### config.mk
export PLATFORM = sky130hd
export DESIGN_NAME = run_event_counter
export DESIGN_NICKNAME = d
export VERILOG_FILES = /design/src/rtl/run_event_pkg.sv /design/src/rtl/run_event_counter_bcd.sv /design/src/rtl/run_event_counter.sv
export SDC_FILE = /design/constraint.sdc
export NUM_CORES = 1
export LEC_CHECK = 0
export CORE_MARGIN = 3
export CORE_UTILIZATION = 40
export DETAILED_ROUTE_END_ITERATION = 6
export GPL_ROUTABILITY_DRIVEN = 0
export GPL_TIMING_DRIVEN = 0
export PLACE_DENSITY = 0.74
export SYNTH_ARGS = -nofsm -noshare
export SYNTH_HDL_FRONTEND = slang
export SYNTH_SLANG_ARGS = --single-unit
### constraint.sdc
create_clock -name Clock -period 4.2 [get_ports Clock]
set_input_delay 0.84 -clock Clock [delete_from_list [all_inputs] [get_ports Clock]]
set_output_delay 0.84 -clock Clock [all_outputs]
set_load 0.005 [all_outputs]
### src/rtl/run_event_pkg.sv
// Shared types and defaults for the run-event counter: FSM states, detect codes
// and the 2-digit BCD count type with its saturating increment.
package run_event_pkg;

  typedef enum logic [1:0] {
    IDLE   = 2'd0,
    ACTIVE = 2'd1,
    FAULT  = 2'd2
  } state_t;

  localparam logic [3:0] ZERO_CODE_DEF = 4'h4;
  localparam logic [3:0] ONE_CODE_DEF  = 4'h8;
  localparam logic [3:0] DWELL_MAX_DEF = 4'd15;

  typedef logic [7:0] bcd2_t;

  // Ones digit wraps 9 -> 0 with carry into tens; the whole count sticks at 99.
  function automatic bcd2_t bcd2_inc(input bcd2_t v);
    if (v == 8'h99) return v;
    if (v[3:0] == 4'd9) return {v[7:4] + 4'd1, 4'd0};
    return {v[7:4], v[3:0] + 4'd1};
  endfunction

endpackage

### src/rtl/run_event_counter_bcd.sv
// Two-digit BCD event counter, saturating at 99, with synchronous clear.
module bcd_counter2
  import run_event_pkg::*;
(
  input  logic  Clock,
  input  logic  Reset,
  input  logic  Clear,
  input  logic  Inc,
  output bcd2_t Count
);

  always_ff @(posedge Clock or posedge Reset) begin
    if (Reset)      Count <= 8'h00;
    else if (Clear) Count <= 8'h00;
    else if (Inc)   Count <= bcd2_inc(Count);
  end

endmodule

### src/rtl/run_event_counter.sv
// Counts zeros-run and ones-run detections from the run-detector FSM, tracks
// dwell of the active detection and flags z high with an illegal state code.
module run_event_counter
  import run_event_pkg::*;
#(
  parameter logic [3:0] ZERO_CODE = ZERO_CODE_DEF,
  parameter logic [3:0] ONE_CODE  = ONE_CODE_DEF,
  parameter logic [3:0] DWELL_MAX = DWELL_MAX_DEF
) (
  input  logic       Clock,
  input  logic       Reset,
  input  logic       Enable,
  input  logic       Clear,
  input  logic       z,
  input  logic [3:0] y,
  output logic [7:0] ZeroCount,
  output logic [7:0] OneCount,
  output logic [3:0] Dwell,
  output logic       Event,
  output logic       LastType,
  output logic       Error,
  output state_t     DebugState
);

  logic       z_q;
  logic [3:0] y_q;
  state_t     state_q, state_d;
  logic [3:0] dwell_q, dwell_d;
  logic       event_q, event_d;
  logic       last_q, last_d;
  logic       error_q, error_d;
  logic       legal, new_det;
  logic       inc_zero, inc_one;

  assign legal   = (y == ZERO_CODE) || (y == ONE_CODE);
  assign new_det = z && (!z_q || (y != y_q));

  always_ff @(posedge Clock or posedge Reset) begin
    if (Reset) begin
      z_q     <= 1'b0;
      y_q     <= 4'h0;
      state_q <= IDLE;
      dwell_q <= 4'd0;
      event_q <= 1'b0;
      last_q  <= 1'b0;
      error_q <= 1'b0;
    end else begin
      z_q     <= z;
      y_q     <= y;
      state_q <= state_d;
      dwell_q <= dwell_d;
      event_q <= event_d;
      last_q  <= last_d;
      error_q <= error_d;
    end
  end

  // Holding the defaults while Enable is low freezes everything except history.
  always_comb begin
    state_d  = state_q;
    dwell_d  = dwell_q;
    event_d  = 1'b0;
    last_d   = last_q;
    error_d  = error_q;
    inc_zero = 1'b0;
    inc_one  = 1'b0;
    if (Clear) begin
      state_d = IDLE;
      dwell_d = 4'd0;
      error_d = 1'b0;
    end else if (Enable) begin
      if (!z) begin
        state_d = IDLE;
        dwell_d = 4'd0;
      end else if (!legal) begin
        state_d = FAULT;
        dwell_d = 4'd0;
        error_d = 1'b1;
      end else if (new_det) begin
        state_d = ACTIVE;
        dwell_d = 4'd1;
        event_d = 1'b1;
        if (y == ONE_CODE) begin
          inc_one = 1'b1;
          last_d  = 1'b1;
        end else begin
          inc_zero = 1'b1;
          last_d   = 1'b0;
        end
      end else begin
        // Continuing run: only a counted detection accumulates dwell.
        case (state_q)
          ACTIVE:  if (dwell_q != DWELL_MAX) dwell_d = dwell_q + 4'd1;
          default: dwell_d = 4'd0;
        endcase
      end
    end
  end

  bcd_counter2 u_zero_cnt (
    .Clock (Clock),
    .Reset (Reset),
    .Clear (Clear),
    .Inc   (inc_zero),
    .Count (ZeroCount)
  );

  bcd_counter2 u_one_cnt (
    .Clock (Clock),
    .Reset (Reset),
    .Clear (Clear),
    .Inc   (inc_one),
    .Count (OneCount)
  );

  assign Dwell      = dwell_q;
  assign Event      = event_q;
  assign LastType   = last_q;
  assign Error      = error_q;
  assign DebugState = state_q;

endmodule
==> flow_summary_export.csv, run 1 <==
group,metric,value,unit
sta,fin_tns_setup,0,ns
grt,grt_overflow,0,
routing,totalWireLength,3.67,mm
yosys,synth_top_area_frac,0.461,
cts,tritoncts.num_buffers,5,
floorplanning,fp.dieArea,0.00487,sq mm
cts,cts_tree,"built",
layout,fillers,338,
floorplanning,start_util,0.429,
place,dp_hpwl,2.80,mm
yosys,synthTopCellsByArea,"dfrtp_1 46%, ha_1 5.4%, nor2_1 3.9%",
sta,clock.fmax,387,MHz
sta,setup_viol,0,
yosys,synth_top_family_by_area,"simple AND/OR/NAND/NOR gates",
yosys,ys_warn_count,0,
job,maxCapViolations,0,
routing,vias_per_cell,5.44,
cts,post_cts_resized,0,
routing,ant_nets,0,
yosys,ys_seq_elements,30,
yosys,syn_area,0.00163,sq mm
cts,clk_latency,0.28,ns
layout,multi_input_area,837,sq um
grt,grt_pass1_wl,6.58,mm
sta,fin_crit_sh,0.615,
yosys,yosys-top-cells-count,"30 x dfrtp_1, 17 x nor2_1, 12 x a21oi_1, 8 x nand2_1, 8 x o21ai_0",
yosys,synth_compound_area_frac,0.138,
place,placed_cells,239,
setup_path,required,4.41,ns
power,powerDensity,267,mW/mm^2
yosys,synthFlopType,"dfrtp_1",
layout,n_antenna_cell,0,
yosys,yosys.area_share.simple,0.244,
sta,whs,0.515,ns
sta,tightest_slew,1.12,ns
yosys,syn_nets,174,
routing,wl_per_cell,14.9,microns
yosys,synthXorXnorAreaFrac,0.0592,
yosys,postSynthAreaPerCell,10.3,sq um
yosys,synth_most_common_cell,"dfrtp_1",
yosys,synth_top_area_cell,"dfrtp_1",
cts,cts_setup_buffers,0,
grt,grt_pass1_vias,1429,
cts,clock-sinks,30,
floorplanning,die_w,69.8,microns
layout,fin_area,0.00210,sq mm
layout,drive_gt1_frac,0.121,
place,io_buffers,33,
power,p_leak,0.863,nW
place,dpl_cell_area,0.00202,sq mm
cts,cts_hold_repair.buffers,0,
layout,register_area,751,sq um
power,ir_drop,0.000184,V
cts,clk_pin_slew,0.06,ns
yosys,synth_edf_count,0,
yosys,ys_async_sr_fraction,1.00,
cts,cts_buffer_depth,2,
sta,drv_slew,0,
yosys,synth_cell_types,44,
floorplanning,die_h,69.8,microns
setup_path,cp.arrival,2.79,ns
routing,drtIter0Drc,50,
grt,gr-usage-all-layers,0.167,
floorplanning,core.rowCount,22,
floorplanning,core,0.00380,sq mm
yosys,synth_cells,158,
yosys,synthAdderAreaFrac,0.0538,
layout,area_growth_syn_to_layout,28.8,%
routing,vias,1338,
sta,finalClockSkew,0.00679,ns
layout,final_core_util,0.552,
routing,first_pass_iters,4,
outcome,outcome,"complete, no violations",
routing,drc_errors,0,
cts,cts-root-buf,"clkbuf_8",
yosys,yosysSeqAreaShare,0.461,
sta,relSlewSlack,0.249,
grt,antenna_found_initial,0,
floorplanning,ios,34,
setup_path,critPathKind,"input port to flop",
sta,fin_crit,2.58,ns
layout,nets,214,
hold_path,hold_class,"flop to flop",
sta,rsz0062_at_grt,"no",
sta,finalHoldViolations,0,
grt,grt_max_degree,31,
setup_path,crit_path_end_kind,"flop",
setup_path,cp-start-kind,"input port",
yosys,synth_mux_area_frac,0.0200,
layout,fin_cells,246,
cts,h-tree-depth,2,
setup_path,worstPathMaxFanout,10,
[placed cells by master (no fill, tap or decap), types with 2 or more instances in the layout]
| master | n |
|---|---|
| nand2_1 | 8 |
| inv_1 | 6 |
| ha_1 | 7 |
| o21ai_0 | 8 |
| nand3_1 | 4 |
| nor3b_2 | 2 |
| xnor2_1 | 4 |
| mux2_2 | 2 |
| dfrtp_1 | 30 |
| and3b_1 | 2 |
| nor2_1 | 17 |
| clkdlybuf4s50_1 | 33 |
| or4_1 | 2 |
| xor2_1 | 7 |
| or3_1 | 5 |
| a21oi_1 | 12 |
| o21ai_1 | 3 |
| nor3_1 | 5 |
| clkbuf_8 | 6 |
| nor2b_1 | 3 |
| a21o_1 | 2 |
| o211ai_1 | 2 |
| o2111ai_1 | 2 |
| clkinv_2 | 2 |
| or2_2 | 3 |
[layer usage]
| metal | up-vias | GRT usage | part of all wire |
|---|---|---|---|
| met5 | - | 0 | 0 |
| met3 | 8 | 0.0565 | 0.054 |
| met2 | 37 | 0.282 | 0.51 |
| li1 | 649 | - | - |
| met4 | 0 | 0.0532 | 0.014 |
| met1 | 644 | 0.198 | 0.42 |
[sequential cells by signal, summed over array words and instances (netlist names)]
register,count
DebugState,2
Error,1
z_q,1
y_q,4
u_zero_cnt.Count,8
Dwell,4
u_one_cnt.Count,8
LastType,1
Event,1
[kinds of logic after synthesis]
| group | after synthesis |
|---|---|
| xor gates and xnor gates | 11 |
| DFF | 30 |
| AOI/OAI and AO/OA | 36 |
| muxes | 3 |
| buffers and inverters | 8 |
| adders and majority gates | 7 |
| and+or+nand+nor | 63 |
[stage by stage]
| stage | setup WS [ns] | total power [mW] |
|---|---|---|
| final | 1.62 | 0.559 |
| after global routing | 1.52 | 0.589 |
| after CTS | 1.61 | 0.565 |
| after detailed placement | 1.32 | 0.353 |
| after global placement | 1.37 | 0.352 |
| after floorplan | 2.07 | 0.328 |
[critical path: stages]
cell and delay [ns]:
clkdlybuf4s50_1 0.59, xnor2_1 0.17, nand3_2 0.24, or4_4 0.63
o21bai_1 0.19, a21oi_2 0.13
[power by group]
group	switching, mW	internal (mW)
Clock	0.101	0.111
Combinational	0.0287	0.0213
Sequential	0.00323	0.294
[worst paths after layout]
kind,from,end,slack (ns),depth (start not counted)
min in group asynchronous,Reset,u_one_cnt.Count[7],1.17,2
max in group asynchronous,Reset,u_zero_cnt.Count[2],2.35,2
max,y[3],Dwell[2],1.62,6
min reg2reg,Error,Error,0.52,2
max reg2reg,u_zero_cnt.Count[1],u_zero_cnt.Count[7],2.36,7
min,Error,Error,0.52,2
[layout make-up]
| type | count | area share |
|---|---|---|
| buffer | 2 | 0.00835 |
| clock buffer | 5 | 0.0328 |
| clock inverter | 2 | 0.00477 |
| inverter | 6 | 0.0107 |
| multi-input combinational | 120 | 0.399 |
| sequential | 30 | 0.358 |
| tap | 48 | 0.0286 |
| timing repair buffer | 33 | 0.158 |
Note: power is estimated with default switching activity, not from simulation.
==> run 2: changes to the inputs <==
==> constraint.sdc (replaced) <==
create_clock -name Clock -period 2.5 [get_ports Clock]
set_input_delay 0.5 -clock Clock [delete_from_list [all_inputs] [get_ports Clock]]
set_output_delay 0.5 -clock Clock [all_outputs]
set_load 0.005 [all_outputs]
==> results of run 2 <==
The final DEF is identical to that of run 1. Status: complete, no violations.
Main changes from that run: setup slack after placement 1.32 ns -> -0.0376 ns; setup slack after layout 1.62 ns -> 0.259 ns; register-to-register setup slack 2.36 ns -> 0.66 ns; total power 0.559 mW -> 0.939 mW; worst IR drop on VDD 0.000184 V -> 0.000309 V
